File: src/rtl/digit_serial_adder.sv
// Digit-serial adder/subtractor: operands are latched on an input handshake.
// The block then consumes DIGIT bits per cycle, LSB first, and presents the
// WIDTH-bit result with carry-out and signed overflow on a valid/ready output.
module digit_serial_adder #(
  parameter int WIDTH = 8,
  parameter int DIGIT = 2
) (
  input  logic             clk,
  input  logic             rst,
  input  logic             in_valid,
  output logic             in_ready,
  input  logic [WIDTH-1:0] a,
  input  logic [WIDTH-1:0] b,
  input  logic             sub,
  input  logic             cin,
  output logic             out_valid,
  input  logic             out_ready,
  output logic [WIDTH-1:0] sum,
  output logic             cout,
  output logic             ovf
);

  localparam int NDIG  = WIDTH / DIGIT;
  localparam int CNT_W = (NDIG > 1) ? $clog2(NDIG) : 1;
  localparam int DW    = DIGIT + 1;
  localparam logic [CNT_W-1:0] LAST_DIG = CNT_W'(NDIG - 1);

  typedef enum logic [1:0] {IDLE, RUN, DONE} state_t;

  state_t             state_q, state_d;
  logic [WIDTH-1:0]   a_q, a_d;
  logic [WIDTH-1:0]   b_q, b_d;
  logic [WIDTH-1:0]   res_q, res_d;
  logic [WIDTH-1:0]   sum_q, sum_d;
  logic [CNT_W-1:0]   cnt_q, cnt_d;
  logic               carry_q, carry_d;
  logic               cout_q, cout_d;
  logic               ovf_q, ovf_d;
  // Operand sign bits are kept aside because the operand registers shift.
  logic               a_msb_q, a_msb_d;
  logic               b_msb_q, b_msb_d;

  logic [DIGIT:0]     dsum;
  logic [WIDTH-1:0]   res_next;

  // Digit slice adder and result shift-in from the MSB side.
  always_comb begin
    dsum     = {1'b0, a_q[DIGIT-1:0]} + {1'b0, b_q[DIGIT-1:0]} + DW'(carry_q);
    res_next = WIDTH'({dsum[DIGIT-1:0], res_q} >> DIGIT);
  end

  // Next-state logic for the control FSM and the serial datapath.
  always_comb begin
    state_d = state_q;
    a_d     = a_q;
    b_d     = b_q;
    res_d   = res_q;
    sum_d   = sum_q;
    cnt_d   = cnt_q;
    carry_d = carry_q;
    cout_d  = cout_q;
    ovf_d   = ovf_q;
    a_msb_d = a_msb_q;
    b_msb_d = b_msb_q;
    case (state_q)
      IDLE: begin
        if (in_valid) begin
          // Subtraction is a + ~b + ~cin, so borrow-in maps onto carry-in.
          a_d     = a;
          b_d     = sub ? ~b : b;
          carry_d = sub ? ~cin : cin;
          a_msb_d = a[WIDTH-1];
          b_msb_d = sub ? ~b[WIDTH-1] : b[WIDTH-1];
          cnt_d   = '0;
          state_d = RUN;
        end
      end
      RUN: begin
        a_d     = a_q >> DIGIT;
        b_d     = b_q >> DIGIT;
        carry_d = dsum[DIGIT];
        res_d   = res_next;
        cnt_d   = cnt_q + CNT_W'(1);
        if (cnt_q == LAST_DIG) begin
          sum_d   = res_next;
          cout_d  = dsum[DIGIT];
          ovf_d   = (a_msb_q == b_msb_q) && (res_next[WIDTH-1] != a_msb_q);
          state_d = DONE;
        end
      end
      DONE: begin
        if (out_ready) state_d = IDLE;
      end
      default: state_d = IDLE;
    endcase
  end

  // State registers; reset wins over any concurrent handshake.
  always_ff @(posedge clk) begin
    if (rst) begin
      state_q <= IDLE;
      a_q     <= '0;
      b_q     <= '0;
      res_q   <= '0;
      sum_q   <= '0;
      cnt_q   <= '0;
      carry_q <= 1'b0;
      cout_q  <= 1'b0;
      ovf_q   <= 1'b0;
      a_msb_q <= 1'b0;
      b_msb_q <= 1'b0;
    end else begin
      state_q <= state_d;
      a_q     <= a_d;
      b_q     <= b_d;
      res_q   <= res_d;
      sum_q   <= sum_d;
      cnt_q   <= cnt_d;
      carry_q <= carry_d;
      cout_q  <= cout_d;
      ovf_q   <= ovf_d;
      a_msb_q <= a_msb_d;
      b_msb_q <= b_msb_d;
    end
  end

  assign in_ready  = (state_q == IDLE);
  assign out_valid = (state_q == DONE);
  assign sum       = sum_q;
  assign cout      = cout_q;
  assign ovf       = ovf_q;

endmodule

File: config.mk
export PLATFORM = sky130hd
export DESIGN_NAME = digit_serial_adder
export DESIGN_NICKNAME = d
export VERILOG_FILES = /design/src/rtl/digit_serial_adder.sv
export SDC_FILE = /design/constraint.sdc
export NUM_CORES = 1
export LEC_CHECK = 0
export ABC_CLOCK_PERIOD_IN_PS = 1900
export BUFFER_PORTS_ARGS = -buffer_cell sky130_fd_sc_hd__buf_4
export CAP_MARGIN = 20
export CORE_MARGIN = 2
export CORE_UTILIZATION = 35
export DETAILED_ROUTE_END_ITERATION = 6
export MAX_ROUTING_LAYER = met4
export PLACE_DENSITY = 0.64
export SLEW_MARGIN = 20
export SYNTH_ARGS = -nofsm -noshare
export SYNTH_HDL_FRONTEND = slang
export SYNTH_SLANG_ARGS = --single-unit
File: constraint.sdc
create_clock -name clk -period 1.9 [get_ports clk]
set_clock_uncertainty 0.1 [all_clocks]
set_input_delay 0.19 -clock clk [delete_from_list [all_inputs] [get_ports clk]]
set_output_delay 0.19 -clock clk [all_outputs]
set_load 0.05 [all_outputs]
## After elaboration in Yosys (flattened, before gate mapping)

Index checks and enable logic that the tools add are counted.

- Flip-flop bits (word level): 41
- Bits in latches: 0
- Bits in writable memories: 0
- Memory bits (read-only): 0
- Output and inout port bits: 12
- Memories: 0

- $add $sub $neg: 3
- Multiply operators: 0
- Divide/modulo/power cells: 0
- Magnitude comparators: 0
- Equality and inequality tests: 8
- Shifts and indexed selects: 0
- Mux-type cells: 15
- Bitwise logic cells: 3
- Reduce and logical (&&, ||, !) cells: 7

Operators by type and width:

| kind | count |
|---|---|
| case mux 8 bit (2 select lines) | 2 |
| two-way mux 8 bit | 3 |
| two-way mux 2 bit | 4 |
| inverter 8 bit | 1 |
| case mux 2 bit (3 select lines) | 1 |
| AND reduction 2 bit | 3 |
| == test 2 bit (second input constant) | 2 |
| inequality test 2 bit (second input constant) | 2 |
| case mux 2 bit (2 select lines) | 1 |
| adder 2 x 2 -> 3 bit | 1 |
| adder 3 x 1 -> 3 bit | 1 |
| two-way mux 1 bit | 3 |
| AND reduction 3 bit | 1 |
| adder 2 x 1 -> 2 bit (second input constant) | 1 |
| == test 2 x 1 -> 1 bit (second input constant) | 1 |
| logical NOT 2 bit | 1 |
| inequality test 2 x 1 -> 1 bit (second input constant) | 1 |
| inverter 1 bit | 2 |
| case mux 1 bit (2 select lines) | 1 |
| nonzero test 2 bit | 1 |
| == test 1 bit | 1 |
| logical AND 1 bit | 1 |
| inequality test 1 bit | 1 |

## Depth between registers and ports, before layout

- Depth in word-level cells: 4
- Depth in mapped cells: 6
- Mapped depth without buffers: 5

## Least setup slack after synthesis

Ideal clock, no wire load.

- Path kind: register to register
- Start: reg a_q[0]
- End: reg ovf_q (netlist: ovf)
- Library setup time: 0.091 ns
- Data arrival time: 1.800 ns
- Required time: 1.709 ns
- Setup slack: -0.090 ns
- Stages on the path, launching flop included: 6
- Path buffers: 0
- Period minus slack after synthesis: 1.990 ns
- Path through: dfxtp_1 -> inv_1 -> fa_1 -> fa_1 -> or3_1 -> a311oi_1

- Longest elaborated chain between the ends: 4

RTL lines:

| element | RTL line | source |
|---|---|---|
| from (decl) | 31 | `logic [WIDTH-1:0] a_q, a_d;` |
| from (signal assigned) | 102 | `a_q <= '0;` |
| from (signal assigned) | 114 | `a_q <= a_d;` |
| adder 2 x 2 -> 3 bit | 48 | `dsum = {1'b0, a_q[DIGIT-1:0]} + {1'b0, b_q[DIGIT-1:0]} + DW'(carry_q);` |
| adder 3 x 1 -> 3 bit | 48 |  |
| inequality test 1 bit | 87 | `ovf_d = (a_msb_q == b_msb_q) && (res_next[WIDTH-1] != a_msb_q);` |
| logical AND 1 bit | 87 |  |
| to (signal assigned) | 121 | `ovf_q <= ovf_d;` |
| to (decl) | 38 | `logic ovf_q, ovf_d;` |

Every way passes these cells.
A chain may end at the register's enable or synchronous reset.

## Worst setup path in the final report

Ends and elaborated chain as after synthesis.

==> summary.txt <==
Synth Area in Simple Gates: 17.5%
ys flop type: dfxtp_1
Post-Syn Instances: 183
slew margin rel.: 69.9%
routed vias: 1311
first-pass GRT wire length: 5.37 mm
Num Clock Sinks: 39
fin. max-slew vios: 0
r2r setup slk: -20 ps
clock-pin slew on the worst setup and hold paths: 70 ps
PortBufs: 33
vias in the first global route: 1175
CTS H-tree lvls: 2
worst-margin pin slew: 451 ps
mux share of post-synthesis cell area: 4.22%
Post-DP Area: 1940 sq um
vias per inst: 4.91
post-synthesis sequential area ratio: 47.0%
synth top area cells: dfxtp_1 47%, nand2_1 6.1%, nor2_1 5.4%
Setup WS post-layout: -19.5 ps
Placed Instances: 261
Final Wtd Congestion: 0.733
DR iter-0 viols: 66
number of enable flip-flop cells after synthesis: 0
die width: 72.9 microns
Hold/Removal Path Class: in2reg
pwr/cell area: 813 nW/um^2
Leakage: 0.000786 uW
most common cell after layout, fill and taps aside: buf_4
post-synthesis cell area: 1660 sq um
crit start category: flop
IO Pins: 34
P&R area growth vs syn: 21.3%
fraction of the mapped netlist area in adder cells: 3.16%
maximum fanout along the worst path: 2
drt first pass iters: 4
filler cell count: 490
core area: 4660 sq um
Synth async-reset ratio: 0%
drt drc: 0
gr usage total: 13.7%
Clock Path Buffers: 2
Root Driver: clkbuf_8
Setup TNS: -19.5 ps
syn nets: 208
non-filler instance count after layout: 267
Hold Vio Cnt, Final: 0
Routed Antenna Nets: 0
clk_lat worst skew: 290 ps
DP Wirelength: 2.32 mm
Die Height: 72.9 microns
warnings from Yosys: 0
GRT overflow: 0
post-synthesis register bit count: 39
Max Cap Viol: 0
Worst VDD drop: 260 uV
initial antenna violation count: 0
f_max: 521 MHz
Setup crit end kind: flop
post-DR wirelength/cell: 12.0 microns
layout cell share with drive strength beyond 1: 24.9%
NumNets Final: 239
register area: 783 sq um
synth unique cells: 33
Post-Route WL: 3.21 mm
Post-Synth XOR/XNOR Area: 4.74%
# rows: 25
main combinational cell family by area after synthesis: compound AO/OA/AOI/OAI gates
largest net degree at the start of global routing: 37
CP Class: reg2reg
critical path required time: 2010 ps
final worst path period share: 101%
Setup violations, final: 1
Critical Path AT: 2030 ps
RSZ-0062 raised after global routing: yes
Yosys top cell area share: 47.0%
violated checks: setup timing
area of the multi-input gates: 788 sq um
Starting Density: 35.7%
CTS Buf Count: 5
synthesized area per cell: 9.08 sq um
die area: 5310 sq um
post-synthesis compound-gate area fraction: 17.6%
area leader, netlist: dfxtp_1
most frequent cells in the layout: 38 x buf_4, 37 x dfxtp_1, 27 x nand2_1
Final Critical Period: 1920 ps
fin area: 2020 sq um
Ant. Diodes: 0
outcome: finished with violations
TritonCTS clock tree: yes
worst paths after layout:
check	start	endpoint	cells past startpoint
worst max-delay path	a_q[0]	ovf	5
worst min-delay path	a[6]	a_q[6]	3
worst max register to register	a_q[0]	ovf	5
worst min register to register	res_q[3]	sum[1]	2
synth_stat cells (all sizes together) (4+ instances only):
cell type,count
a211oi,11
a21oi,17
a221o,6
buf,8
clkbuf,6
dfxtp,39
inv,5
mux2i,7
nand2,27
nand3,4
nor2,24
xnor2,7
final cells by class:
type                       instances  area share (%)
clock buffer                       6            3.60
inverter                           5           0.931
multi-input combinational        125            39.1
sequential                        39            38.9
tap                               54            3.35
timing repair buffer              38            14.2
power by group:
group	leakage [uW]	switching, uW	internal (uW)
combinational	0.000429	117	118
sequential	0.000319	30.2	862
clock	0.0000371	267	244
total	0.000786	414	1220
critical path, stage by stage, from the launching register on:
cell and delay [ps]:
dfxtp_2 330, inv_2 40, fa_2 370, fa_1 440, or3_1 310, a311oi_1 230
metrics by stage:
step / total power [uW] / utilization (%) / setup slack (ps) / hold WS (ps)
floorplan: 1070 / - / -62.7 / 249
global placement: 1140 / 41.6 / -48.8 / 337
detailed placement: 1150 / 41.6 / -73.2 / 342
CTS: 1660 / 43.2 / -42.4 / 43.7
global route: 1720 / 43.2 / -91.3 / 55.6
finish: 1640 / 43.2 / -19.5 / 52.4
cells by family (layout without fill, tap and decap cells):
family | count (synthesis) | in the layout
compound gates | 41 | 41
xor+xnor | 9 | 9
fa+ha+maj | 3 | 3
buf+inv | 19 | 49
flops | 39 | 39
mux | 7 | 7
simple gates | 65 | 65
what timing repair did:
| action | in CTS | in global routing |
|---|---|---|
| hold endpoints to repair | 0 | 0 |
| pin swaps | 2 | 1 |
| hold buffers | 0 | 0 |
| setup endpoints to repair | 1 | 1 |
| resized for setup | 3 | 1 |
| buffers inserted | 0 | 0 |
layer usage:
layer	vias to the layer above	global-route usage [%]	part of all wire (%)	routed length [microns]
met5	-	-	0	0
met2	28	19.7	43	1400
met1	591	17.5	49	1570
met4	0	6.79	2.3	75
met3	8	4.28	5.5	177
li1	684	-	-	-
registers in the layout, indices dropped and copies added (netlist names):
signal and flops:
a_q 8, b_q 8, sum 8, res_q 6, cnt_q 2, state_q 2, a_msb_q 1, b_msb_q 1
carry_q 1, cout 1, ovf 1
Note: power is estimated with default switching activity, not from simulation.
